==> src/rtl/fft_bfly_align_if.sv <==
// Sample/result bundle between the twiddle multiplier, the A-leg source and the
// butterfly alignment stage.
interface fft_bfly_align_if #(
    parameter int DATA_WIDTH = 16,
    parameter int FIFO_DEPTH = 4
);
    logic                                  clr;
    logic                                  a_val;
    logic signed [DATA_WIDTH-1:0]          a_re;
    logic signed [DATA_WIDTH-1:0]          a_im;
    logic                                  b_val;
    logic signed [DATA_WIDTH-1:0]          b_re;
    logic signed [DATA_WIDTH-1:0]          b_im;
    logic signed [DATA_WIDTH-1:0]          x_re;
    logic signed [DATA_WIDTH-1:0]          x_im;
    logic signed [DATA_WIDTH-1:0]          y_re;
    logic signed [DATA_WIDTH-1:0]          y_im;
    logic                                  out_val;
    logic [$clog2(FIFO_DEPTH):0]           fifo_cnt;
    logic                                  err_ovf;
    logic                                  err_unf;

    modport master (
        output clr, a_val, a_re, a_im, b_val, b_re, b_im,
        input  x_re, x_im, y_re, y_im, out_val, fifo_cnt, err_ovf, err_unf
    );

    modport slave (
        input  clr, a_val, a_re, a_im, b_val, b_re, b_im,
        output x_re, x_im, y_re, y_im, out_val, fifo_cnt, err_ovf, err_unf
    );
endinterface

==> src/rtl/fft_bfly_align.sv <==
// Radix-2 DIT butterfly: buffers A until the rotated W*B arrives, emits X=A+WB, Y=A-WB.
// Optional 1-bit stage scaling is enabled by defining FFT_BFLY_SCALE_EN.
module fft_bfly_align #(
    parameter int DATA_WIDTH = 16,
    parameter int FIFO_DEPTH = 4
) (
    input logic              clk,
    input logic              rst,
    fft_bfly_align_if.slave  bus
);
    localparam int PW = (FIFO_DEPTH > 1) ? $clog2(FIFO_DEPTH) : 1;
    localparam int CW = $clog2(FIFO_DEPTH) + 1;

    function automatic logic signed [DATA_WIDTH-1:0] reduce(input logic signed [DATA_WIDTH:0] v);
`ifdef FFT_BFLY_SCALE_EN
        return v[DATA_WIDTH:1];
`else
        return v[DATA_WIDTH-1:0];
`endif
    endfunction

    logic signed [DATA_WIDTH-1:0] mem_re [FIFO_DEPTH];
    logic signed [DATA_WIDTH-1:0] mem_im [FIFO_DEPTH];
    logic [PW-1:0]                rd_ptr, wr_ptr;
    logic [CW-1:0]                cnt;
    logic                         err_ovf, err_unf;

    logic empty, full, bypass, pop, push, ovf, unf, pair;
    logic signed [DATA_WIDTH-1:0] op_re, op_im;
    logic signed [DATA_WIDTH:0]   a_re_ext, a_im_ext, b_re_ext, b_im_ext;
    logic signed [DATA_WIDTH:0]   sum_re, sum_im, dif_re, dif_im;

    logic                         vld_p1;
    logic signed [DATA_WIDTH-1:0] x_re_p1, x_im_p1, y_re_p1, y_im_p1;

    // An A arriving together with B on an empty FIFO pairs directly and never lands in storage.
    assign empty  = (cnt == '0);
    assign full   = (cnt == CW'(FIFO_DEPTH));
    assign bypass = empty & bus.a_val & bus.b_val;
    assign pop    = bus.b_val & ~empty;
    assign push   = bus.a_val & ~bypass & (~full | pop);
    assign ovf    = bus.a_val & full & ~bus.b_val;
    assign unf    = bus.b_val & empty & ~bus.a_val;
    assign pair   = bypass | pop;

    assign op_re = bypass ? bus.a_re : mem_re[rd_ptr];
    assign op_im = bypass ? bus.a_im : mem_im[rd_ptr];

    assign a_re_ext = (DATA_WIDTH+1)'(op_re);
    assign a_im_ext = (DATA_WIDTH+1)'(op_im);
    assign b_re_ext = (DATA_WIDTH+1)'(bus.b_re);
    assign b_im_ext = (DATA_WIDTH+1)'(bus.b_im);
    assign sum_re   = a_re_ext + b_re_ext;
    assign sum_im   = a_im_ext + b_im_ext;
    assign dif_re   = a_re_ext - b_re_ext;
    assign dif_im   = a_im_ext - b_im_ext;

    always_ff @(posedge clk) begin
        if (push && !bus.clr) begin
            mem_re[wr_ptr] <= bus.a_re;
            mem_im[wr_ptr] <= bus.a_im;
        end
    end

    always_ff @(posedge clk or negedge rst) begin
        if (!rst) begin
            rd_ptr  <= '0;
            wr_ptr  <= '0;
            cnt     <= '0;
            err_ovf <= 1'b0;
            err_unf <= 1'b0;
        end else if (bus.clr) begin
            rd_ptr  <= '0;
            wr_ptr  <= '0;
            cnt     <= '0;
            err_ovf <= 1'b0;
            err_unf <= 1'b0;
        end else begin
            if (push) wr_ptr <= wr_ptr + PW'(1);
            if (pop)  rd_ptr <= rd_ptr + PW'(1);
            case ({push, pop})
                2'b10:   cnt <= cnt + CW'(1);
                2'b01:   cnt <= cnt - CW'(1);
                default: cnt <= cnt;
            endcase
            if (ovf) err_ovf <= 1'b1;
            if (unf) err_unf <= 1'b1;
        end
    end

    // ---- stage p1: registered butterfly outputs ----
    always_ff @(posedge clk or negedge rst) begin
        if (!rst) begin
            vld_p1  <= 1'b0;
            x_re_p1 <= '0;
            x_im_p1 <= '0;
            y_re_p1 <= '0;
            y_im_p1 <= '0;
        end else begin
            vld_p1 <= pair & ~bus.clr;
            if (pair && !bus.clr) begin
                x_re_p1 <= reduce(sum_re);
                x_im_p1 <= reduce(sum_im);
                y_re_p1 <= reduce(dif_re);
                y_im_p1 <= reduce(dif_im);
            end
        end
    end

    assign bus.out_val  = vld_p1;
    assign bus.x_re     = x_re_p1;
    assign bus.x_im     = x_im_p1;
    assign bus.y_re     = y_re_p1;
    assign bus.y_im     = y_im_p1;
    assign bus.fifo_cnt = cnt;
    assign bus.err_ovf  = err_ovf;
    assign bus.err_unf  = err_unf;
endmodule

==> src/flat_wrapper.sv <==
// flat-port wrapper written by rule: the top's interface ports become plain ports
module fft_bfly_align_flat 
#(
    parameter int DATA_WIDTH = 16,
    parameter int FIFO_DEPTH = 4
)
  (clk, rst, bus_clr, bus_a_val, bus_a_re, bus_a_im, bus_b_val, bus_b_re, bus_b_im, bus_x_re, bus_x_im, bus_y_re, bus_y_im, bus_out_val, bus_fifo_cnt, bus_err_ovf, bus_err_unf);
  fft_bfly_align_if #(.DATA_WIDTH(DATA_WIDTH), .FIFO_DEPTH(FIFO_DEPTH)) bus_i ();
  input logic clk;
  input logic rst;
  input wire logic [$bits(bus_i.clr)-1:0] bus_clr;
  input wire logic [$bits(bus_i.a_val)-1:0] bus_a_val;
  input wire logic [$bits(bus_i.a_re)-1:0] bus_a_re;
  input wire logic [$bits(bus_i.a_im)-1:0] bus_a_im;
  input wire logic [$bits(bus_i.b_val)-1:0] bus_b_val;
  input wire logic [$bits(bus_i.b_re)-1:0] bus_b_re;
  input wire logic [$bits(bus_i.b_im)-1:0] bus_b_im;
  output wire logic [$bits(bus_i.x_re)-1:0] bus_x_re;
  output wire logic [$bits(bus_i.x_im)-1:0] bus_x_im;
  output wire logic [$bits(bus_i.y_re)-1:0] bus_y_re;
  output wire logic [$bits(bus_i.y_im)-1:0] bus_y_im;
  output wire logic [$bits(bus_i.out_val)-1:0] bus_out_val;
  output wire logic [$bits(bus_i.fifo_cnt)-1:0] bus_fifo_cnt;
  output wire logic [$bits(bus_i.err_ovf)-1:0] bus_err_ovf;
  output wire logic [$bits(bus_i.err_unf)-1:0] bus_err_unf;
  assign bus_i.clr = bus_clr;
  assign bus_i.a_val = bus_a_val;
  assign bus_i.a_re = bus_a_re;
  assign bus_i.a_im = bus_a_im;
  assign bus_i.b_val = bus_b_val;
  assign bus_i.b_re = bus_b_re;
  assign bus_i.b_im = bus_b_im;
  assign bus_x_re = bus_i.x_re;
  assign bus_x_im = bus_i.x_im;
  assign bus_y_re = bus_i.y_re;
  assign bus_y_im = bus_i.y_im;
  assign bus_out_val = bus_i.out_val;
  assign bus_fifo_cnt = bus_i.fifo_cnt;
  assign bus_err_ovf = bus_i.err_ovf;
  assign bus_err_unf = bus_i.err_unf;
  fft_bfly_align #(.DATA_WIDTH(DATA_WIDTH), .FIFO_DEPTH(FIFO_DEPTH)) u_core (.clk(clk), .rst(rst), .bus(bus_i));
endmodule
==> config.mk <==
export PLATFORM = sky130hd
export DESIGN_NAME = fft_bfly_align_flat
export DESIGN_NICKNAME = d
export VERILOG_FILES = /design/src/rtl/fft_bfly_align_if.sv /design/src/rtl/fft_bfly_align.sv /design/src/flat_wrapper.sv
export SDC_FILE = /design/constraint.sdc
export NUM_CORES = 1
export LEC_CHECK = 0
export CAP_MARGIN = 20
export CELL_PAD_IN_SITES_DETAIL_PLACEMENT = 1
export CELL_PAD_IN_SITES_GLOBAL_PLACEMENT = 1
export CORE_MARGIN = 1
export CORE_UTILIZATION = 42
export CTS_BUF_LIST = sky130_fd_sc_hd__clkbuf_4 sky130_fd_sc_hd__clkbuf_8
export CTS_CLUSTER_DIAMETER = 60
export DETAILED_ROUTE_END_ITERATION = 12
export HOLD_SLACK_MARGIN = 0.05
export MAX_ROUTING_LAYER = met4
export PLACE_DENSITY_LB_ADDON = 0.3
export SYNTH_ARGS = -nofsm -noshare
export SYNTH_HDL_FRONTEND = slang
export SYNTH_SLANG_ARGS = --single-unit
==> constraint.sdc <==
create_clock -name clk -period 3.9 [get_ports clk]
set_clock_uncertainty 0.15 [all_clocks]
set_input_delay 0.39 -clock clk [delete_from_list [all_inputs] [get_ports clk]]
set_output_delay 0.39 -clock clk [all_outputs]
set_load 0.005 [all_outputs]
==> impl_metrics.json <==
{
  "cts_buffer_depth": 2,
  "clk-insertion-delay-late_ps": 480,
  "io_buffers": 138,
  "status": "finished clean",
  "cts_tree": "yes",
  "yosysSeqAreaShare_pct": 52.2,
  "drc": 0,
  "synth_area_leaders": "edfxtp_1 36%, dfrtp_1 17%, ha_1 7.4%",
  "cts_root_buf": "clkbuf_8",
  "yosys_warnings": 0,
  "die_y_um": 163,
  "fin_ws_ps": 189,
  "dp_hpwl_mm": 20.3,
  "p_leak_nw": 5.16,
  "critPathKind": "flop to flop",
  "synth_edf_count": 128,
  "ys_seq_elements": 200,
  "power.switching_mw": 3.41,
  "wl_per_cell_um": 19.6,
  "synthFlopType": "edfxtp_1",
  "layout-drive-gt1-share_pct": 14.9,
  "start_util_pct": 42.8,
  "hold_slack_ps": 292,
  "nNetsFinal": 1193,
  "grt_max_degree": 121,
  "slew_headroom_pct": 51.6,
  "rows": 58,
  "grt_pass1_wl_mm": 43.5,
  "tightest_slew_ps": 726,
  "power.share.combinational_pct": 51.2,
  "cp.required_ps": 4150,
  "core_area_sq_mm": 0.0253,
  "slew_violations": 0,
  "ys_top_cells_by_count": "128 x edfxtp_1, 85 x nand2_1, 72 x dfrtp_1",
  "layout_min_cycle_time_ps": 3710,
  "critPathMaxFanout": 11,
  "synth.net_count": 1041,
  "pre_cts_slack_ps": -64.4,
  "boundaryPins": 139,
  "crit_arrival_ps": 3960,
  "async_flop_share_pct": 36.0,
  "yosys.area.top_type_share_pct": 35.5,
  "rsz0062_at_grt": "no",
  "syn_inst": 903,
  "syn_area_sq_mm": 0.0108,
  "netSwitchingFraction_pct": 38.2,
  "r2r-start": "u_core.bus.fifo_cnt[1]$_DFFE_PN0P_",
  "hold_viol_final": 0,
  "crit_start": "u_core.bus.fifo_cnt[1]$_DFFE_PN0P_",
  "maxCapViolCount": 0,
  "power.density_mw_per_mm2": 673,
  "synth_cell_types": 71,
  "drt-initial-drc-count": 505,
  "avgViaCountPerCell": 5.33,
  "final-setup-viol-count": 0,
  "clk_pin_slew_ps": 130,
  "seq_power_share_pct": 32.8,
  "crit_path_end_kind": "flop",
  "ant_nets": 0,
  "antenna_found_initial": 1,
  "cts.htree.levels": 4,
  "drt_wl_total_mm": 27.4,
  "area_growth_pct": 22.5,
  "dr.pass1.iters": 4,
  "synth_area_leader_cell": "edfxtp_1",
  "syn_area_per_cell_sq_um": 12.0,
  "yosysMostFrequentCell": "edfxtp_1",
  "tns_ps": 0,
  "cts.sinks": 200,
  "die_area_sq_mm": 0.0264,
  "grtUsageTotal_pct": 22.5,
  "vias": 7460,
  "worstHoldPathType": "input port to async pin",
  "post-route-period-util_pct": 95.1,
  "grt_pass1_vias": 7737,
  "fin_area_sq_mm": 0.0132,
  "ir_drop_uv": 257,
  "numCtsBuffers": 17,
  "timing.fmax_mhz": 269,
  "place.gp.congestion": 0.854,
  "fillers": 2700,
  "place_area_sq_mm": 0.0128,
  "die_width_um": 163,
  "grt.overflow.total": 0,
  "finish.utilization_pct": 52.5,
  "p_int_mw": 5.51,
  "clkPwrFrac_pct": 16.0,
  "startpoint_type": "flop"
}
-- final cells by class --
| cell class | count | area (sq um) | share of cell area (%) |
|---|---|---|---|
| multi-input cells | 593 | 4730 | 35.7 |
| clock buffers | 17 | 234 | 1.77 |
| flip-flops and latches | 200 | 5650 | 42.6 |
| repair buffers | 181 | 1780 | 13.5 |
| inverters | 62 | 233 | 1.76 |
| diodes | 1 | 2.50 | 0.0189 |
| well taps | 330 | 413 | 3.12 |
| clock inverters | 15 | 201 | 1.52 |
-- flip-flops by register name, indices dropped and copies added (netlist names) --
name                 flops
u_core.bus.err_unf       1
u_core.bus.err_ovf       1
u_core.mem_re           64
u_core.bus.out_val       1
u_core.wr_ptr            2
u_core.bus.x_re         16
u_core.bus.x_im         16
u_core.bus.fifo_cnt      3
u_core.bus.y_re         15
u_core.rd_ptr            2
u_core.bus.y_im         15
u_core.mem_im           64
-- worst max-delay path, cell delays in order, from the launching register on --
cell	delay [ps]
dfrtp_1	450
or2_4	290
nor3_4	170
buf_4	170
clkbuf_16	170
mux2_2	360
ha_1	340
buf_4	180
a21oi_2	150
o211ai_2	120
a2111oi_1	540
o31a_1	240
nor4_1	70
o31ai_2	200
-- per-layer routing --
layer	global-route usage [%]	wire, um
met1	31.4	13000
met5	-	0
met3	3.08	1090
met2	34.3	12900
met4	6.56	387
-- cell families (layout without fill, tap and decap cells) --
kind of cell / after synthesis / in the layout / share of synthesized area [%]
adder cells (fa/ha/maj): 69 / 69 / 8.33
multiplexers: 69 / 69 / 10.4
XOR/XNOR: 52 / 52 / 4.21
AO/OA/AOI/OAI: 197 / 197 / 11.7
flip-flops: 200 / 200 / 52.2
AND/OR/NAND/NOR: 206 / 206 / 8.85
buffers and inverters: 110 / 275 / 4.24
other: 0 / 1 / 0
-- timing repair --
action,CTS,global route
hold buffers,1,0
buffers inserted,0,1
endpoints found under the hold margin,45,0
gates resized for setup,0,5
setup endpoints to repair,0,11
-- power by group through the flow --
stage | Clock [mW] | Sequential [mW] | Combinational [mW]
finish | 1.43 | 2.92 | 4.57
global route | 1.54 | 2.98 | 5.02
CTS | 1.47 | 2.93 | 4.57
detailed placement | 0 | 2.98 | 4.55
global placement | 0 | 2.96 | 4.47
floorplan | 0 | 2.94 | 2.77
-- through the flow --
stage	cells	total power, mW
3_5_place_dp	1363	7.53
5_1_grt	1399	9.54
3_3_place_gp	1363	7.42
2_1_floorplan	903	5.71
6_report	1399	8.92
4_1_cts	1396	8.98
-- layout by cell type, fill, tap and decap left out, drive strengths merged, types with 31 or more instances in the layout --
cell type	instances
nand2	85
edfxtp	128
inv	68
mux2	31
xnor2	40
nor2	48
mux4	32
ha	64
buf	42
clkdlybuf4s50	137
a21oi	46
dfrtp	72
o21ai	75
-- path summary, 6_finish.rpt --
| kind | slack, ps | depth (start not counted) | end |
|---|---|---|---|
| setup / recovery | 190 | 13 | u_core.bus.x_re[14]$_DFFE_PN0P_ |
| min in group clk | 340 | 2 | u_core.bus.x_im[1]$_DFFE_PN0P_ |
| hold reg to reg | 340 | 2 | u_core.bus.x_im[1]$_DFFE_PN0P_ |
| max in group asynchronous | 2430 | 3 | u_core.bus.x_re[7]$_DFFE_PN0P_ |
| setup reg to reg | 190 | 13 | u_core.bus.x_re[14]$_DFFE_PN0P_ |
| hold / removal | 290 | 2 | u_core.bus.y_im[6]$_DFFE_PN0P_ |
Note: power is estimated with default switching activity, not from simulation.
